### src/rtl/token_score_sorter_if.sv
// Token score sorter bus.
//   Input side : in_valid / in_score from the producer, in_ready back from the sorter.
//   Output side: sort_en / sort_res / sort_index / sort_done from the sorter,
//                out_ready back from the consumer.
// Handshake: a transfer happens on a rising clock edge where valid (in_valid or
// sort_en) and ready (in_ready or out_ready) are both 1. While valid=1 and
// ready=0 the source holds its payload stable. Valid never waits on ready.
// in_ready depends only on sorter state. Input presented while in_ready=0 is
// dropped, not queued.
// Modports: master = producer/consumer side, slave = sorter side.
interface token_score_sorter_if #(
  parameter int score_w = 32,
  parameter int idx_w   = 16
);
  logic               in_valid;
  logic [score_w-1:0] in_score;
  logic               in_ready;
  logic               out_ready;
  logic               sort_en;
  logic [score_w-1:0] sort_res;
  logic [idx_w-1:0]   sort_index;
  logic               sort_done;

  modport master (
    output in_valid, in_score, out_ready,
    input  in_ready, sort_en, sort_res, sort_index, sort_done
  );

  modport slave (
    input  in_valid, in_score, out_ready,
    output in_ready, sort_en, sort_res, sort_index, sort_done
  );
endinterface

### src/rtl/token_score_sorter.sv
// token_score_sorter: gathers dimen token scores per frame and streams them
// back highest score first. Ties keep arrival order (lower index first).
// Each accepted score is insertion-sorted into a register array in the accept
// cycle. Output is one entry per cycle under out_ready backpressure.
// Ports:
//   CLK          clock, rising edge
//   RESET        synchronous active-high reset
//   bus          token_score_sorter_if.slave (in_valid/in_score/in_ready,
//                out_ready/sort_en/sort_res/sort_index/sort_done)
//   dbg_state_o  current FSM state (0=LOAD, 1=EMIT, 2=DONE)
module token_score_sorter #(
  parameter int dimen     = 16,
  parameter int cnt_width = 4,
  parameter int score_w   = 32,
  parameter int idx_w     = 16
) (
  input  logic                 CLK,
  input  logic                 RESET,
  token_score_sorter_if.slave  bus,
  output logic [1:0]           dbg_state_o
);

  typedef enum logic [1:0] {
    ST_LOAD = 2'd0,
    ST_EMIT = 2'd1,
    ST_DONE = 2'd2
  } state_e;

  localparam logic [cnt_width:0] LAST_CNT = (cnt_width+1)'(dimen-1);

  state_e             state_q;
  logic [cnt_width:0] wr_cnt_q;
  logic [cnt_width:0] rd_ptr_q;
  logic [score_w-1:0] score_q [dimen];
  logic [idx_w-1:0]   idx_q   [dimen];
  logic [dimen-1:0]   vld_q;
  logic [score_w-1:0] score_d [dimen];
  logic [idx_w-1:0]   idx_d   [dimen];
  logic [dimen-1:0]   vld_d;
  logic [dimen-1:0]   ge;

  logic               sort_en_q;
  logic [score_w-1:0] sort_res_q;
  logic [idx_w-1:0]   sort_index_q;
  logic               sort_done_q;

  logic               accept;
  logic [cnt_width:0] wr_cnt_inc;
  logic [idx_w-1:0]   new_idx;
  logic [cnt_width-1:0] rd_nxt;

  assign accept     = (state_q == ST_LOAD) && bus.in_valid;
  assign wr_cnt_inc = wr_cnt_q + 1'b1;
  assign new_idx    = idx_w'(wr_cnt_inc);
  assign rd_nxt     = rd_ptr_q[cnt_width-1:0] + 1'b1;

  // The array stays sorted descending with valid slots packed at the front,
  // so ge[] is a prefix mask. The first slot with ge=0 is the insert point
  // and every later slot takes its upper neighbour. Using >= keeps equal
  // scores that arrived earlier ahead of the newcomer.
  always_comb begin
    for (int i = 0; i < dimen; i++) begin
      ge[i]      = vld_q[i] && (score_q[i] >= bus.in_score);
      score_d[i] = score_q[i];
      idx_d[i]   = idx_q[i];
      vld_d[i]   = vld_q[i];
    end
    if (accept) begin
      if (!ge[0]) begin
        score_d[0] = bus.in_score;
        idx_d[0]   = new_idx;
        vld_d[0]   = 1'b1;
      end
      for (int i = 1; i < dimen; i++) begin
        if (!ge[i]) begin
          if (ge[i-1]) begin
            score_d[i] = bus.in_score;
            idx_d[i]   = new_idx;
            vld_d[i]   = 1'b1;
          end else begin
            score_d[i] = score_q[i-1];
            idx_d[i]   = idx_q[i-1];
            vld_d[i]   = vld_q[i-1];
          end
        end
      end
    end
  end

  always_ff @(posedge CLK) begin
    if (RESET) begin
      state_q      <= ST_LOAD;
      wr_cnt_q     <= '0;
      rd_ptr_q     <= '0;
      vld_q        <= '0;
      for (int i = 0; i < dimen; i++) begin
        score_q[i] <= '0;
        idx_q[i]   <= '0;
      end
      sort_en_q    <= 1'b0;
      sort_res_q   <= '0;
      sort_index_q <= '0;
      sort_done_q  <= 1'b0;
    end else begin
      case (state_q)
        ST_LOAD: begin
          score_q <= score_d;
          idx_q   <= idx_d;
          vld_q   <= vld_d;
          if (accept) begin
            wr_cnt_q <= wr_cnt_inc;
            if (wr_cnt_q == LAST_CNT) begin
              // Head of the array after this final insert becomes the
              // first output, so it is taken from the next-state view.
              state_q      <= ST_EMIT;
              sort_en_q    <= 1'b1;
              sort_res_q   <= score_d[0];
              sort_index_q <= idx_d[0];
            end
          end
        end
        ST_EMIT: begin
          if (bus.out_ready) begin
            if (rd_ptr_q == LAST_CNT) begin
              state_q      <= ST_DONE;
              sort_en_q    <= 1'b0;
              sort_res_q   <= '0;
              sort_index_q <= '0;
              sort_done_q  <= 1'b1;
            end else begin
              rd_ptr_q     <= rd_ptr_q + 1'b1;
              sort_res_q   <= score_q[rd_nxt];
              sort_index_q <= idx_q[rd_nxt];
            end
          end
        end
        ST_DONE: begin
          state_q     <= ST_LOAD;
          sort_done_q <= 1'b0;
          vld_q       <= '0;
          wr_cnt_q    <= '0;
          rd_ptr_q    <= '0;
        end
        default: state_q <= ST_LOAD;
      endcase
    end
  end

  assign bus.in_ready   = (state_q == ST_LOAD);
  assign bus.sort_en    = sort_en_q;
  assign bus.sort_res   = sort_res_q;
  assign bus.sort_index = sort_index_q;
  assign bus.sort_done  = sort_done_q;
  assign dbg_state_o    = state_q;

endmodule
### src/flat_wrapper.sv
// flat-port wrapper written by rule: the top's interface ports become plain ports
module token_score_sorter_flat 
#(
  parameter int dimen     = 16,
  parameter int cnt_width = 4,
  parameter int score_w   = 32,
  parameter int idx_w     = 16
)
  (CLK, RESET, dbg_state_o, bus_in_valid, bus_in_score, bus_out_ready, bus_in_ready, bus_sort_en, bus_sort_res, bus_sort_index, bus_sort_done);
  token_score_sorter_if #(.score_w(score_w), .idx_w(idx_w)) bus_i ();
  input  logic CLK;
  input  logic RESET;
  output logic [1:0] dbg_state_o;
  input wire logic [$bits(bus_i.in_valid)-1:0] bus_in_valid;
  input wire logic [$bits(bus_i.in_score)-1:0] bus_in_score;
  input wire logic [$bits(bus_i.out_ready)-1:0] bus_out_ready;
  output wire logic [$bits(bus_i.in_ready)-1:0] bus_in_ready;
  output wire logic [$bits(bus_i.sort_en)-1:0] bus_sort_en;
  output wire logic [$bits(bus_i.sort_res)-1:0] bus_sort_res;
  output wire logic [$bits(bus_i.sort_index)-1:0] bus_sort_index;
  output wire logic [$bits(bus_i.sort_done)-1:0] bus_sort_done;
  assign bus_i.in_valid = bus_in_valid;
  assign bus_i.in_score = bus_in_score;
  assign bus_i.out_ready = bus_out_ready;
  assign bus_in_ready = bus_i.in_ready;
  assign bus_sort_en = bus_i.sort_en;
  assign bus_sort_res = bus_i.sort_res;
  assign bus_sort_index = bus_i.sort_index;
  assign bus_sort_done = bus_i.sort_done;
  token_score_sorter #(.dimen(dimen), .cnt_width(cnt_width), .score_w(score_w), .idx_w(idx_w)) u_core (.CLK(CLK), .RESET(RESET), .bus(bus_i), .dbg_state_o(dbg_state_o));
endmodule
### config.mk
export PLATFORM = sky130hd
export DESIGN_NAME = token_score_sorter_flat
export DESIGN_NICKNAME = d
export VERILOG_FILES = /design/src/rtl/token_score_sorter_if.sv /design/src/rtl/token_score_sorter.sv /design/src/flat_wrapper.sv
export SDC_FILE = /design/constraint.sdc
export NUM_CORES = 2
export LEC_CHECK = 0
export BUFFER_PORTS_ARGS = -buffer_cell sky130_fd_sc_hd__buf_2
export CORE_MARGIN = 2
export CORE_UTILIZATION = 44
export DETAILED_ROUTE_END_ITERATION = 8
export HOLD_SLACK_MARGIN = 0.02
export PLACE_DENSITY = 0.64
export SLEW_MARGIN = 10
export SYNTH_ARGS = -nofsm -noshare
export SYNTH_HDL_FRONTEND = slang
export SYNTH_SLANG_ARGS = --single-unit
### constraint.sdc
create_clock -name CLK -period 10.3 [get_ports CLK]
set_input_delay 2.06 -clock CLK [delete_from_list [all_inputs] [get_ports CLK]]
set_output_delay 2.06 -clock CLK [all_outputs]
set_load 0.05 [all_outputs]
==> metrics.md <==
| Metric | Value |
|---|---|
| Die area | 121,000 um^2 |
| Vias/cell | 6.58 |
| Post-Synthesis Cells | 5,475 |
| Hold_buf cts | 0 |
| CORE AREA | 118,000 um^2 |
| Vias in the first global route | 43,249 |
| Drt wl/cell | 28.5 um |
| Post-synthesis sequential area ratio | 0.325 |
| Setup TNS | 0 ps |
| Area Overhead vs Synth | 8.77% |
| Crit-path max cell delay | 880 ps |
| Hold Crit Class | reg2reg |
| CP endpoint kind | flop |
| Routed WL | 197,000 um |
| Crit path cell chain | buf_2 -> inv_1 -> ha_1 -> a21oi_1 -> o21ai_0 -> a221oi_1 -> o22ai_4 -> nor3_4 -> buf_4 -> and3_1 -> a22o_1 |
| Dpl hpwl | 135,000 um |
| Wire length on met2 | 87,900 um |
| Fmax | 0.157 GHz |
| Largest net degree at the start of global routing | 184 |
| Clk buf depth | 3 |
| Reg-to-reg startpoint | u_core.score_q[96]$_SDFFE_PP0P_ |
| Netlist cell types | 73 |
| Leakage | 0.0250 uW |
| Top_reg_cell synth | dfxtp_1 |
| Buf+Inv Stages, Crit Path | 3 |
| Area leader, netlist | dfxtp_1 |
| Io pins | 89 |
| Measured slew at the worst slew-check pin | 1340 ps |
| Fin util | 0.482 |
| Crit Path Max Fanout | 42 |
| Seq cells post-synth | 846 |
| Kind of critical path | in2reg |
| TritonRoute pass-1 iters | 6 |
| Critical path launch point | bus_in_score[17] |
| Clock period minus worst slack | 6350 ps |
| Nets | 5,857 |
| Die Ht | 348 um |
| Post-route clock period utilization | 0.617 |
| TritonCTS clock tree | done |
| Hold Fails Final Rpt | 0 |
| Worst Setup EP | u_core.idx_q[239]$_SDFFE_PP0P_ |
| Most frequent cells in the layout | dfxtp_1 (845), mux2i_1 (614), ha_1 (515) |
| Starting Density | 0.443 |
| RR Endpoint | u_core.score_q[65]$_SDFFE_PP0P_ |
| H-tree depth | 3 |
| Iter 0 DRT Violations | 4,622 |
| Final slew viol count | 0 |
| R2R setup slack | 5580 ps |
| Clock tree sinks | 846 |
| DRC | 0 |
| ANT nets after route | 0 |
| Max Used Layer | met5 |
| Commonest non-fill, non-tap cell in the layout | dfxtp_1 |
| Post_cts resized | 0 |
| Overflow after GRT | 0 |
| Worst setup SP type | input pin |
| Row count | 126 |
| Latest clock arrival within the worst-skew pair | 710 ps |
| Routability cong. | 1.00 |
| CTS Buf Count | 96 |
| Synth Net Count | 6,027 |
| Unrepaired setup endpoints after global routing | false |
| Met3 WL post-DR | 17,100 um |
| Synth top area cells | dfxtp_1 (32%), ha_1 (12%), mux2i_1 (12%) |
| Post-CTS setup buffers | 0 |
| GRT Util Overall | 0.319 |
| Max-cap check violation count | 0 |
| R2R cell count | 10 |
| Final setup violation count | 0 |
| CP top delay family | buffers and inverters |
| Antenna violations before repair | 2 |
| Clock Tree Root | clkbuf_16 |
| Final Skew | 31.7 ps |
| Via count | 45,541 |
| Crit path DAT | 6980 ps |
| Share of layout cells above drive strength 1 | 0.109 |
| Buffers on Ports | 88 |
| Status | complete, no violations |
| EDFF count, synth | 0 |
| Synth Area per Inst | 9.53 um^2 |
| Data required time of the worst path | 10,930 ps |
| Slew HR | 0.106 |
| Async S/R FF share, synth | 0 |
| Met1 wire length | 82,200 um |
| CP Depth | 11 |
| Die width | 348 um |
| Synth warn | 0 |
| Maximum VDD drop | 0.152 mV |
| Netlist Area Pre-Place | 52,200 um^2 |
| Power density over the cells | 148 nW/um^2 |
| CTS clk-pin slew, worst paths | 60 ps |
| Yosys top cell area share | 0.325 |
| Slowest-stage cell, CP | buf_4 |
| Global-route wire length before repair | 292,000 um |
## cell families after synthesis
logic type / after synthesis / share of synthesized area
AOI/OAI and AO/OA: 1583 / 0.200
xor gates and xnor gates: 7 / 0.00118
adders and majority gates: 516 / 0.124
buffers and inverters: 521 / 0.0446
DFF: 846 / 0.325
muxes: 806 / 0.201
and+or+nand+nor: 1196 / 0.106
## cells in the mapped netlist (all sizes together) (26+ instances only)
cell / count
o31ai: 26
dfxtp: 846
nand4: 85
inv: 82
a22o: 88
nand3: 133
a211oi: 446
mux2i: 614
nor2: 513
nand2: 250
nand2b: 106
a21oi: 422
buf: 184
o21a: 35
o211ai: 32
o21ai: 314
ha: 516
clkbuf: 255
a32oi: 41
mux4: 192
## power by group
part	internal, uW	leakage, uW	total (uW)	switching [uW]
clock network	2120	0.00160	3630	1510
logic	413	0.0165	1130	720
registers	3420	0.00693	3610	196
total	5950	0.0250	8370	2420
## per-layer routing
metal / vias up / GRT usage
li1: 20491 / -
met1: 22320 / 0.428
met2: 2206 / 0.495
met3: 522 / 0.0582
met4: 2 / 0.150
met5: - / 0
## worst min-delay path by stage
| stage | startpoint | endpoint | slack (ps) | depth (start not counted) |
|---|---|---|---|---|
| floorplan | u_core.idx_q[10]$_SDFFE_PP0P_ | u_core.idx_q[10]$_SDFFE_PP0P_ | 440 | 2 |
| global placement | u_core.bus.sort_index[1]$_SDFFE_PP0P_ | u_core.bus.sort_index[1]$_SDFFE_PP0P_ | 450 | 2 |
| detailed placement | u_core.bus.sort_index[1]$_SDFFE_PP0P_ | u_core.bus.sort_index[1]$_SDFFE_PP0P_ | 460 | 2 |
| CTS | u_core.idx_q[9]$_SDFFE_PP0P_ | u_core.idx_q[9]$_SDFFE_PP0P_ | 470 | 2 |
| global route | u_core.idx_q[7]$_SDFFE_PP0P_ | u_core.idx_q[7]$_SDFFE_PP0P_ | 500 | 2 |
| finish | u_core.bus.sort_res[20]$_SDFFE_PP0P_ | u_core.bus.sort_res[20]$_SDFFE_PP0P_ | 470 | 2 |
## worst min-delay path: stages, from the launching register on
cell and delay [ps]:
dfxtp_1 330, a32oi_1 50, o21ai_0 60
## cell type report
cell class                      count  area (um^2)
Fill cell                       10868        61000
Multi-Input combinational cell   4108        33200
Sequential cell                   846        16900
Clock buffer                      141         2810
Tap cell                         1536         1920
Timing Repair Buffer              171         1090
Clock inverter                     34          458
Inverter                           82          313
Antenna cell                        1         2.50
## state kept, by name (all words and copies together) (netlist names)
name and flops:
u_core.dbg_state_o 2, u_core.rd_ptr_q 5, u_core.bus.sort_index 16, u_core.score_q 512, u_core.bus.sort_done 1, u_core.bus.sort_res 32
u_core.bus.sort_en 1, u_core.idx_q 256, u_core.vld_q 16, u_core.wr_cnt_q 5
## per-stage QoR
step	cells	hold slack, ps	total power [uW]	setup WS [ps]	area (um^2)
2_1_floorplan	5475	443	4350	5640	52200
3_3_place_gp	6743	449	4750	3470	53500
3_5_place_dp	6743	457	4780	3440	53500
4_1_cts	6918	472	8360	4140	56700
5_1_grt	6918	497	8650	3900	56700
6_report	6919	471	8370	3950	56800
No activity file was read; power rests on OpenSTA's default activity.
